<file path="config.mk">
export PLATFORM = sky130hd
export DESIGN_NAME = seg7_scan_flat
export DESIGN_NICKNAME = d
export VERILOG_FILES = /design/src/rtl/seg7_pkg.sv /design/src/rtl/seg7_scan_if.sv /design/src/rtl/seg7_hex_decode.sv /design/src/rtl/seg7_scan.sv /design/src/flat_wrapper.sv
export SDC_FILE = /design/constraint.sdc
export NUM_CORES = 1
export LEC_CHECK = 0
export BUFFER_PORTS_ARGS = -buffer_cell sky130_fd_sc_hd__buf_2
export CAP_MARGIN = 20
export CORE_MARGIN = 8
export CORE_UTILIZATION = 40
export CTS_BUF_LIST = sky130_fd_sc_hd__clkbuf_16
export DETAILED_ROUTE_END_ITERATION = 12
export GPL_ROUTABILITY_DRIVEN = 0
export PLACE_DENSITY = 0.65
export REMOVE_ABC_BUFFERS = 1
export SLEW_MARGIN = 15
export SYNTH_ARGS = -nofsm -noshare
export SYNTH_HDL_FRONTEND = slang
export SYNTH_SLANG_ARGS = --single-unit
</file>
<file path="constraint.sdc">
create_clock -name clk -period 9.12 [get_ports clk]
set_input_delay 1.824 -clock clk [delete_from_list [all_inputs] [get_ports clk]]
set_output_delay 1.824 -clock clk [all_outputs]
set_load 0.005 [all_outputs]
</file>
<file path="src/rtl/seg7_pkg.sv">
// seg7_pkg: shared widths, snapshot payload and hex-to-segment table for the
// 8-digit multiplexed seven-segment display driver.
package seg7_pkg;

  localparam int unsigned NUM_DIGITS = 8;
  localparam int unsigned NIB_W      = 4;
  localparam int unsigned SEG_W      = 7;
  localparam int unsigned VAL_W      = NUM_DIGITS * NIB_W;
  localparam int unsigned IDX_W      = $clog2(NUM_DIGITS);

  // Active-high segment patterns, bit0 = a ... bit6 = g.
  localparam logic [SEG_W-1:0] SEG_TABLE [16] = '{
    7'b0111111, 7'b0000110, 7'b1011011, 7'b1001111,
    7'b1100110, 7'b1101101, 7'b1111101, 7'b0000111,
    7'b1111111, 7'b1101111, 7'b1110111, 7'b1111100,
    7'b0111001, 7'b1011110, 7'b1111001, 7'b1110001
  };

  // Frame snapshot: what the display shows for a whole frame.
  typedef struct packed {
    logic [VAL_W-1:0]      value;
    logic [NUM_DIGITS-1:0] dp;
    logic                  blank;
  } snap_t;

  function automatic logic [SEG_W-1:0] hex2seg(input logic [NIB_W-1:0] nibble);
    return SEG_TABLE[nibble];
  endfunction

endpackage

</file>
<file path="src/rtl/seg7_scan_if.sv">
// seg7_scan_if: display word/controls from the CPU side and the board-facing
// scan outputs.
//   value_in/dp_in/blank_lz/freeze : producer -> scanner
//   anode_out/seg_out/dp_out/frame_done : scanner -> board / observer
interface seg7_scan_if;
  import seg7_pkg::*;

  logic [VAL_W-1:0]      value_in;
  logic [NUM_DIGITS-1:0] dp_in;
  logic                  blank_lz;
  logic                  freeze;
  logic [NUM_DIGITS-1:0] anode_out;
  logic [SEG_W-1:0]      seg_out;
  logic                  dp_out;
  logic                  frame_done;

  modport master (
    output value_in, dp_in, blank_lz, freeze,
    input  anode_out, seg_out, dp_out, frame_done
  );

  modport slave (
    input  value_in, dp_in, blank_lz, freeze,
    output anode_out, seg_out, dp_out, frame_done
  );

endinterface

</file>
<file path="src/rtl/seg7_hex_decode.sv">
// seg7_hex_decode: combinational nibble -> active-high segments (gfedcba).
//   nibble : 4-bit hex digit
//   seg_c  : active-high segment pattern
module seg7_hex_decode
  import seg7_pkg::*;
(
  input  logic [NIB_W-1:0] nibble,
  output logic [SEG_W-1:0] seg_c
);

  assign seg_c = hex2seg(nibble);

endmodule

</file>
<file path="src/rtl/seg7_scan.sv">
// seg7_scan: time-multiplexed 8-digit hex display driver. Snapshots the
// display word once per frame, scans one digit per refresh slot and drives
// anodes, segments and decimal point with optional leading-zero blanking.
//   clk, rst : clock and synchronous active-high reset
//   bus      : seg7_scan_if.slave (value_in, dp_in, blank_lz, freeze in;
//              anode_out, seg_out, dp_out, frame_done out)
module seg7_scan
  import seg7_pkg::*;
#(
  parameter int unsigned REFRESH_DIV    = 100000,
  parameter bit          SEG_ACTIVE_LOW = 1'b1,
  parameter bit          AN_ACTIVE_LOW  = 1'b1
) (
  input  logic         clk,
  input  logic         rst,
  seg7_scan_if.slave   bus
);

  localparam int unsigned PRE_W = $clog2(REFRESH_DIV);
  localparam logic [PRE_W-1:0]      PRE_LAST = PRE_W'(REFRESH_DIV - 1);
  localparam logic [IDX_W-1:0]      IDX_LAST = IDX_W'(NUM_DIGITS - 1);
  localparam logic [SEG_W-1:0]      SEG_XOR  = SEG_ACTIVE_LOW ? '1 : '0;
  localparam logic [NUM_DIGITS-1:0] AN_XOR   = AN_ACTIVE_LOW ? '1 : '0;
  localparam logic                  DP_XOR   = SEG_ACTIVE_LOW;

  logic [PRE_W-1:0] presc;
  logic [IDX_W-1:0] idx;
  snap_t            snap;
  logic             load_pending;

  logic                  tick_c;
  logic                  wrap_c;
  logic                  load_c;
  logic [4:0]            shamt_c;
  logic [NIB_W-1:0]      nibble_c;
  logic [SEG_W-1:0]      dec_seg_c;
  logic                  hide_c;
  logic [NUM_DIGITS-1:0] anode_raw_c;
  logic [SEG_W-1:0]      seg_raw_c;
  logic                  dp_raw_c;

  // Slot/frame timing and snapshot load decision.
  assign tick_c = (presc == PRE_LAST);
  assign wrap_c = tick_c && (idx == IDX_LAST);
  assign load_c = load_pending || (wrap_c && !bus.freeze);

  // Current digit nibble and its decoded pattern.
  assign shamt_c  = {idx, 2'b00};
  assign nibble_c = snap.value[shamt_c +: NIB_W];

  seg7_hex_decode u_dec (
    .nibble (nibble_c),
    .seg_c  (dec_seg_c)
  );

  // A digit is hidden when it and every digit to its left are zero; digit 0
  // always shows so a zero word still reads "0".
  always_comb begin
    hide_c      = 1'b0;
    anode_raw_c = '0;
    seg_raw_c   = '0;
    dp_raw_c    = 1'b0;
    if (snap.blank && (idx != '0) && ((snap.value >> shamt_c) == '0)) begin
      hide_c = 1'b1;
    end
    if (!hide_c) begin
      anode_raw_c = NUM_DIGITS'(1) << idx;
      seg_raw_c   = dec_seg_c;
      dp_raw_c    = snap.dp[idx];
    end
  end

  // Prescaler, digit index, snapshot and registered outputs.
  always_ff @(posedge clk) begin
    if (rst) begin
      presc          <= '0;
      idx            <= '0;
      snap           <= '0;
      load_pending   <= 1'b1;
      bus.anode_out  <= AN_XOR;
      bus.seg_out    <= SEG_XOR;
      bus.dp_out     <= DP_XOR;
      bus.frame_done <= 1'b0;
    end else begin
      presc <= tick_c ? '0 : presc + PRE_W'(1);
      if (tick_c) begin
        idx <= idx + IDX_W'(1);
      end
      if (load_c) begin
        snap.value <= bus.value_in;
        snap.dp    <= bus.dp_in;
        snap.blank <= bus.blank_lz;
      end
      load_pending   <= 1'b0;
      bus.anode_out  <= anode_raw_c ^ AN_XOR;
      bus.seg_out    <= seg_raw_c ^ SEG_XOR;
      bus.dp_out     <= dp_raw_c ^ DP_XOR;
      bus.frame_done <= wrap_c;
    end
  end

endmodule

</file>
<file path="src/flat_wrapper.sv">
// flat-port wrapper written by rule: the top's interface ports become plain ports
module seg7_scan_flat import seg7_pkg::*;
#(
  parameter int unsigned REFRESH_DIV    = 100000,
  parameter bit          SEG_ACTIVE_LOW = 1'b1,
  parameter bit          AN_ACTIVE_LOW  = 1'b1
)
  (clk, rst, bus_value_in, bus_dp_in, bus_blank_lz, bus_freeze, bus_anode_out, bus_seg_out, bus_dp_out, bus_frame_done);
  seg7_scan_if bus_i ();
  input  logic clk;
  input  logic rst;
  input wire logic [$bits(bus_i.value_in)-1:0] bus_value_in;
  input wire logic [$bits(bus_i.dp_in)-1:0] bus_dp_in;
  input wire logic [$bits(bus_i.blank_lz)-1:0] bus_blank_lz;
  input wire logic [$bits(bus_i.freeze)-1:0] bus_freeze;
  output wire logic [$bits(bus_i.anode_out)-1:0] bus_anode_out;
  output wire logic [$bits(bus_i.seg_out)-1:0] bus_seg_out;
  output wire logic [$bits(bus_i.dp_out)-1:0] bus_dp_out;
  output wire logic [$bits(bus_i.frame_done)-1:0] bus_frame_done;
  assign bus_i.value_in = bus_value_in;
  assign bus_i.dp_in = bus_dp_in;
  assign bus_i.blank_lz = bus_blank_lz;
  assign bus_i.freeze = bus_freeze;
  assign bus_anode_out = bus_i.anode_out;
  assign bus_seg_out = bus_i.seg_out;
  assign bus_dp_out = bus_i.dp_out;
  assign bus_frame_done = bus_i.frame_done;
  seg7_scan #(.REFRESH_DIV(REFRESH_DIV), .SEG_ACTIVE_LOW(SEG_ACTIVE_LOW), .AN_ACTIVE_LOW(AN_ACTIVE_LOW)) u_core (.clk(clk), .rst(rst), .bus(bus_i));
endmodule
</file>
* Word-level counts from Yosys, hierarchy flattened
Memory sizes are Yosys's and may differ from the RTL's.
Index checks and enable logic that the tools add are counted.
** Storage, ports and cells
- Logic and storage cells :: 42
- Output and inout bits :: 17
- Bits of input ports :: 44
- Memories :: 1
- Register bits after elaboration :: 79
- ROM bits :: 112
** Memory list
- (no name shown) :: words 16, bits a word 7, rd ports 1, clocked after memory_dff 0, write ports 0, line seg7_pkg.sv:27 : return SEG_TABLE[nibble];
** Cells by class
- $lt $le $gt $ge :: 2
- Reduce and logical (&&, ||, !) cells :: 9
- Eq/ne operators :: 2
- Add/subtract/negate cells :: 2
- Muxes and demuxes :: 9
- Bitwise operators :: 4
- Shift-type cells :: 3
** Operators with widths (count)
- 32-bit zero test :: 1
- 32-bit by 6-bit indexed part select with 4-bit output :: 1
- 32-bit by 5-bit >> shifter with 32-bit output :: 1
- 7-bit two-way mux :: 3
- 17-bit by 1-bit adder with 17-bit output, second input constant :: 1
- 17-bit equality test, second input constant :: 1
- 8-bit two-way mux :: 1
- 8-bit inverter :: 1
- 1-bit by 3-bit left shift with 8-bit output, first input constant :: 1
- 7-bit inverter :: 1
- 5-bit >= comparator, second input constant :: 1
- 4-bit inverter with 5-bit output :: 1
- 1-bit logical AND :: 4
- 3-bit by 4-bit less-than comparator with 1-bit output, second input constant :: 1
- 1-bit two-way mux :: 4
- 3-bit by 1-bit adder with 3-bit output, second input constant :: 1
- 1-bit binary-select mux with 3-bit select :: 1
- 3-bit equality test, second input constant :: 1
- 3-bit nonzero test :: 1
- 2-bit OR reduction :: 1
- 1-bit zero test :: 1
- 1-bit logical OR :: 1
- 1-bit inverter :: 1

* Longest topological paths before layout
Gate-level depths: netlist of the first run.
- Depth in word-level cells :: 7
- Mapped depth :: 10
- Depth with buffers taken out :: 8

* Modules after synthesis
From an unflattened synthesis of the first run, not the netlist that was laid out.
** Second synthesis, totals
- Cell total of the unflattened synthesis :: 462
- Area total of the unflattened synthesis :: 3945.0 µm²
** By module, submodules not included
- seg7_scan :: seq. area each 1581.5 µm², times used 1, cells an instance 429, area each 3654.8 µm²
- seg7_hex_decode :: seq. area each 0.0 µm², times used 1, cells an instance 33, area each 290.3 µm²

* Worst setup path after synthesis of the first run
OpenSTA, ideal clock, no wires.
- Path kind :: register to register
- Start :: reg u_core.idx[1]
- End :: reg u_core.bus.seg_out[1]
- Stages on the path, launching flop included :: 11
- Required time :: 9.060 ns
- Setup slack :: 5.836 ns
- Arrival :: 3.224 ns
- Path buffers :: 2
- Period minus slack after synthesis :: 3.284 ns
- Path through :: dfxtp_1 buf_6 clkbuf_1 mux4_2 mux2i_1 ha_1 nand3_1 a221o_1 or4_4 o21bai_4 a311o_1
** Between the ends
- Word-level cells in the longest chain between the ends :: 7
- Elaborated cells between the ends (all ways) :: 13
- Classes of those cells :: shift: 2; mux: 4; bitwise: 2; reduce/logical: 4; memory: 1
** Ends and longest elaborated chain
- start, declared :: line seg7_scan.sv:27 : logic [IDX_W-1:0] idx;
- start signal, assigned :: line seg7_scan.sv:87 : idx <= idx + IDX_W'(1);
- 32-bit by 6-bit indexed part select with 4-bit output :: line seg7_scan.sv:49 : assign nibble_c = snap.value[shamt_c +: NIB_W];
- 4-bit inverter with 5-bit output (implied by the code) :: line seg7_pkg.sv:27
- memory 16 x 7 bit
- 7-bit two-way mux (implied by the code) (2 in series) :: line seg7_pkg.sv:27
- 7-bit two-way mux (*) :: line seg7_scan.sv:66 : if (!hide_c) begin
- 7-bit inverter (no source line) (*)
- end signal, assigned :: line seg7_scan.sv:96 : bus.seg_out <= seg_raw_c ^ SEG_XOR;
- end, declared :: line seg7_scan_if.sv:24 : output anode_out, seg_out, dp_out, frame_done
Every way passes the cells marked *; elsewhere a longest branch is shown, timed or not. The select of a mux whose other input is x is not followed.
A chain may end at the register's enable or synchronous reset.

* Worst setup path in the final report of the first run
Same ends and word-level chain as after synthesis.

==> results of run 1 <==
-- stage by stage --
step | instance area, µm² | total power, mW
2_1_floorplan | 3611 | 0.4242
3_3_place_gp | 4066 | 0.4518
3_5_place_dp | 4066 | 0.4540
4_1_cts | 4403 | 0.8564
5_1_grt | 4403 | 0.8809
6_report | 4403 | 0.8483
-- power by group through the flow --
stage               Sequential (mW)  Combinational [mW]  Clock [mW]
floorplan                     0.376              0.0478           0
global placement              0.380              0.0718           0
detailed placement            0.380              0.0736           0
CTS                           0.373              0.0741       0.409
global route                  0.375              0.0819       0.424
finish                        0.373              0.0737       0.402
-- layout by cell type, fill, tap and decap left out, types with 2 or more instances in the layout --
master     count
a21o_1         2
a21oi_1        8
a221o_1        5
a32oi_1        2
and3_1         5
buf_2         60
buf_4          2
bufinv_16      3
clkbuf_16      9
clkinv_1       2
clkinv_2       2
dfxtp_1       79
ha_1          13
inv_1          8
inv_2          3
mux2i_1       48
mux4_1         4
mux4_2         7
nand2_1       18
nand2b_1       3
nand3_1        8
nand3b_1       2
nand4_1        8
nor2_1        77
nor3_1         8
nor3b_1        2
nor4_1         7
o21ai_0        6
or2_1          3
xnor2_1        5
xor2_1        11
-- kinds of logic after synthesis --
family          synth area share (%)
flops                          42.73
simple gates                   18.56
fa+ha+maj                      4.395
mux                            20.99
compound gates                 5.883
buf+inv                        3.651
xor+xnor                       3.786
-- worst max-delay path by stage --
| stage | from | end | slack, ns |
|---|---|---|---|
| floorplan | bus_freeze | u_core.snap[0] | 5.36 |
| global placement | u_core.idx[1] | u_core.bus.anode_out[1] | 5.64 |
| detailed placement | u_core.idx[1] | u_core.bus.seg_out[1] | 5.53 |
| CTS | u_core.idx[1] | u_core.bus.seg_out[1] | 5.50 |
| global route | u_core.idx[1] | u_core.bus.seg_out[1] | 5.28 |
| finish | u_core.idx[1] | u_core.bus.seg_out[1] | 5.50 |
-- final cells by class --
| cell class | instances | area, µm² | area share, % |
|---|---|---|---|
| clock buffer | 9 | 225.2 | 5.115 |
| inverter | 12 | 45.04 | 1.023 |
| multi-input combinational | 268 | 1986 | 45.10 |
| timing repair buffer | 62 | 315.3 | 7.161 |
| sequential | 79 | 1582 | 35.92 |
| tap | 111 | 138.9 | 3.154 |
| clock inverter | 7 | 111.4 | 2.529 |
-- critical path, cell delays in order (launching register included) --
cell      delay, ns
dfxtp_1        0.86
mux4_2         0.60
mux2i_1        0.50
ha_1           0.26
nand3_1        0.09
a221o_1        0.28
or4_4          0.51
o21bai_4       0.27
a311o_1        0.17
-- synth_stat cells (2+ instances only) --
cell      instances
a21o_1            2
a21oi_1           8
a221o_1           5
a32oi_1           2
and3_1            5
buf_2             6
clkbuf_1         13
dfxtp_1          79
ha_1             13
inv_1             8
inv_2             3
mux2i_1          48
mux4_1            4
mux4_2            7
nand2_1          18
nand2b_1          3
nand3_1           8
nand3b_1          2
nand4_1           8
nor2_1           77
nor3_1            8
nor3b_1           2
nor4_1            7
o21ai_0           6
or2_1             3
xnor2_1           5
xor2_1           11
-- metal layers --
metal	GRT usage [%]	up-vias
li1	-	1438
met1	16.88	1362
met2	21.08	83
met3	4.402	14
met4	5.845	0
met5	0	-
-- sequential cells by signal, indices dropped and copies added (netlist names) --
| signal | count |
|---|---|
| u_core.bus.seg_out | 7 |
| u_core.bus.dp_out | 1 |
| u_core.presc | 17 |
| u_core.idx | 3 |
| u_core.bus.anode_out | 8 |
| u_core.bus.frame_done | 1 |
| u_core.snap | 41 |
| u_core.load_pending | 1 |
==> impl_metrics.yaml, run 1 <==
drt:
  drt_iter0_drc: 193
  top_layer: "met4"
  vias: 2897
  wl_met3_um: 504
  ant_nets: 0
  wl_per_cell_um: 15.23
  routed_wl_um: 8348
  route.detailed.drc: 0
  wl_met2_um: 3787
  viasPerCell: 5.286
  wl_met1_um: 3916
  dr.pass1.iters: 4
global_route:
  grt_overflow: 0
  grt_util_all_layers_pct: 13.57
  antenna_found_initial: 0
  grt_first_pass_wirelength_um: 13900
  grt_pass1_vias: 2849
  grt_max_degree: 53
layout:
  syn_to_final_growth_pct: 18.97
  antenna_cells: 0
  drive_gt1_share_pct: 21.28
  fin_cells: 548
  layout.nets: 489
  postLayoutCoreUtil_pct: 48.34
  nFillCells: 865
power_and_ir_drop:
  peakVddDrop_v: 0.00009894
  power_leakage_nw: 1.931
  pwr-share-clk_pct: 47.4
  combPwrFrac_pct: 8.7
  p_int_uw: 662.4
  p_switching_uw: 185.9
  seqPwrFrac_pct: 43.9
  swShare_pct: 21.92
  p_per_area_nw_per_um2: 192.7
synth:
  netlist_instances: 379
  synthArstFlopShare_pct: 0
  synth-main-ff-cell: "dfxtp_1"
  synth-seq-cells: 79
  synth-edff-count: 0
  seq_area_frac_synth_pct: 42.73
  synth.cell_area_um2: 3701
  yosysTopAreaCell: "dfxtp_1"
  synth_cell_type_count: 45
  avgSynthCellArea_um2: 9.765
  synth_top_area_share_pct: 42.73
  yosysWarnings: 0
  synthTopCellsByArea: "dfxtp_1, mux2i_1, nor2_1"
placement:
  dp_slack_ns: 5.531
  io_buffers: 60
  place_hpwl_um: 5982
  dp.cells: 532
sta:
  whs_ns: 0.4906
  fin_skew_ns: 0.008002
  finalSetupViolations: 0
  finalHoldViolations: 0
  fin_ws_ns: 5.503
  fin_crit_ns: 3.617
  finalMaxSlewViolations: 0
  fmax_ghz: 0.2764
  rsz0062_at_grt: "false"
  relSlewSlack_pct: 44.52
  tightest_slew_ns: 0.8311
  finalCritPeriodShare_pct: 39.66
  finalSetupTns_ns: 0
status:
  status: "finished clean"
worst_setup_path:
  startpoint_type: "register"
  r2r_end: "u_core.bus.seg_out[1]"
  r2r_start: "u_core.idx[1]"
  required_ns: 9.39
  path_class: "reg -> reg"
  reg2reg_depth: 8
  cp_max_fo: 18
  cp-end-kind: "register"
  critPathArrivalTime_ns: 3.89
  r2r_slack_ns: 5.50
clock_network:
  clk_pin_slew_ns: 0.06
  cts_buffers: 9
  h-tree-depth: 3
  cts_tree: "yes"
  clockBufferDepth: 2
  cts_resized: 0
  cts_setup_buffers: 0
  cts.hold.buffers_added: 0
  insertion_delay_ns: 0.34
  cts-root-buf: "clkbuf_16"
  clkSinkCount: 79
hold_path:
  hp-start: "u_core.snap[2]"
  whs_endpoint: "u_core.snap[2]"
  hold_path_depth: 2
  hold_path_class: "reg -> reg"
job:
  cap_violations: 0
die:
  pin_count: 61
  die_h_um: 112.2
  die_x_um: 112.2
  die_area_um2: 12590
  start_util_pct: 40.63
  core_um2: 9109
  core.rowCount: 35
No activity file was read; power rests on OpenSTA's default activity.
==> run 2: changes to the inputs <==
--- a/config.mk
+++ b/config.mk
@@ -12,7 +12,7 @@
 export CTS_BUF_LIST = sky130_fd_sc_hd__clkbuf_16
 export DETAILED_ROUTE_END_ITERATION = 12
 export GPL_ROUTABILITY_DRIVEN = 0
-export PLACE_DENSITY = 0.65
+export PLACE_DENSITY = 0.67
 export REMOVE_ABC_BUFFERS = 1
 export SLEW_MARGIN = 15
 export SYNTH_ARGS = -nofsm -noshare
==> constraint.sdc (replaced) <==
create_clock -name clk -period 3.2 [get_ports clk]
set_input_delay 0.64 -clock clk [delete_from_list [all_inputs] [get_ports clk]]
set_output_delay 0.64 -clock clk [all_outputs]
set_load 0.005 [all_outputs]
==> impl_metrics.yaml, run 2 (synthesized netlist as in run 1, its figures left out) <==
drt:
  wl_per_cell_um: 15.04
  dr.pass1.iters: 4
  vias: 2885
  drt_iter0_drc: 173
  route.detailed.drc: 0
  ant_nets: 0
  viasPerCell: 5.217
  routed_wl_um: 8316
sta:
  finalSetupTns_ns: 0
  rsz0062_at_grt: "false"
  finalHoldViolations: 0
  finalSetupViolations: 0
  fin_skew_ns: 0.008692
  fmax_ghz: 0.3349
  tightest_slew_ns: 0.6109
  finalMaxSlewViolations: 0
  fin_crit_ns: 2.986
  relSlewSlack_pct: 59.28
  finalCritPeriodShare_pct: 93.31
  whs_ns: 0.4741
worst_setup_path:
  reg2reg_depth: 8
  slowest_delay_ns: 0.69
  slowest_stage: "dfxtp_1"
  cp-end-kind: "register"
  path_buf_inv: 0
  cp_top_family: "multiplexers"
  required_ns: 3.47
  startpoint_type: "register"
  r2r_slack_ns: 0.21
  cp.depth: 8
  cp_max_fo: 16
  critPathArrivalTime_ns: 3.26
  path_class: "reg -> reg"
  crit_chain: "mux4_2, mux2i_1, ha_1, nand3_1, a221o_1, or4_4, o21bai_4, a311o_1"
layout:
  drive_gt1_share_pct: 22.40
  layout.nets: 494
  fin_cells: 553
  syn_to_final_growth_pct: 19.30
  layout_common_cells: "dfxtp_1, nor2_1, buf_2"
  layout_commonest_cell: "dfxtp_1"
  largest_reg_flops: 41
  top_register: "u_core.snap"
  antenna_cells: 0
  top_regs: "u_core.snap (41), u_core.presc (17), u_core.bus.anode_out (8)"
global_route:
  grt_pass1_vias: 2913
  grt_util_all_layers_pct: 13.57
  grt_first_pass_wirelength_um: 13990
  grt_max_degree: 42
  antenna_found_initial: 0
  grt_overflow: 0
clock_network:
  h-tree-depth: 3
  cts_buffers: 9
  cts_tree: "yes"
  clockBufferDepth: 2
  clk_pin_slew_ns: 0.06
  cts-root-buf: "clkbuf_16"
  insertion_delay_ns: 0.33
  clkSinkCount: 79
  cts.hold.buffers_added: 0
placement:
  io_buffers: 60
  place_hpwl_um: 6106
  dp.cells: 537
die:
  pin_count: 61
  die_x_um: 112.2
  die_area_um2: 12590
  core.rowCount: 35
  die_h_um: 112.2
  core_um2: 9109
  start_util_pct: 40.63
status:
  status: "finished clean"
power_and_ir_drop:
  p_per_area_nw_per_um2: 515.7
  power_leakage_nw: 1.945
  peakVddDrop_v: 0.0003178
hold_path:
  hold_path_depth: 1
  hold_path_class: "reg -> reg"
job:
  cap_violations: 0
## run 2: cell count changes in the layout (fill, tap and decap cells not counted), sizes merged
| cell | previous run | this run |
|---|---|---|
| inv | 11 | 13 |
| bufinv | 3 | 1 |
| buf | 62 | 67 |
## run 2: metrics by stage
step                      instance area, µm²  power, mW  utilization [%]  setup slack [ns]
after CTS                               4414      2.303            48.46            0.1383
after global routing                    4415      2.381            48.48           0.01542
final                                   4415      2.277            48.48            0.2141
after global placement                  4116      1.291            45.19            0.2461
after floorplan                         3611      1.209                -           0.03902
after detailed placement                4116      1.295            45.19            0.1489
## run 2: layout make-up
class | count | area [µm²]
fillers | 867 | 4693
multi-input cells | 268 | 1986
flip-flops and latches | 79 | 1583
repair buffers | 67 | 365.4
clock buffers | 9 | 225.2
well taps | 111 | 138.9
clock inverters | 7 | 72.57
inverters | 12 | 45.04
## run 2: metal layers
layer	wire (µm)	global-route usage, %
met1	3940	16.86
met2	3774	21.44
met3	460	4.294
met4	141	5.306
met5	0	0
## run 2: worst paths after layout
check / from / end
max: u_core.idx[2] / u_core.bus.seg_out[1]
max reg2reg: u_core.idx[2] / u_core.bus.seg_out[1]
min reg2reg: u_core.presc[0] / u_core.presc[0]
min: u_core.presc[0] / u_core.presc[0]
## run 2: power by group
group / switching, mW / leakage, nW / internal [mW]
Clock: 0.399 / 0.147 / 0.605
Sequential: 0.0337 / 0.650 / 1.03
Combinational: 0.106 / 1.15 / 0.106
## run 2: worst register-to-register path: stages (launching register included)
cell and delay, ns:
dfxtp_1 0.69, mux4_2 0.40, mux2i_1 0.31, ha_1 0.23, nand3_1 0.08, a221o_1 0.27
or4_4 0.51, o21bai_4 0.26, a311o_1 0.16
## run 2: what timing repair did
| item | 4_1_cts | 5_1_grt |
|---|---|---|
| buffers inserted | 0 | 0 |
| gates resized for setup | 0 | 1 |
| endpoints found under the setup margin | 0 | 11 |
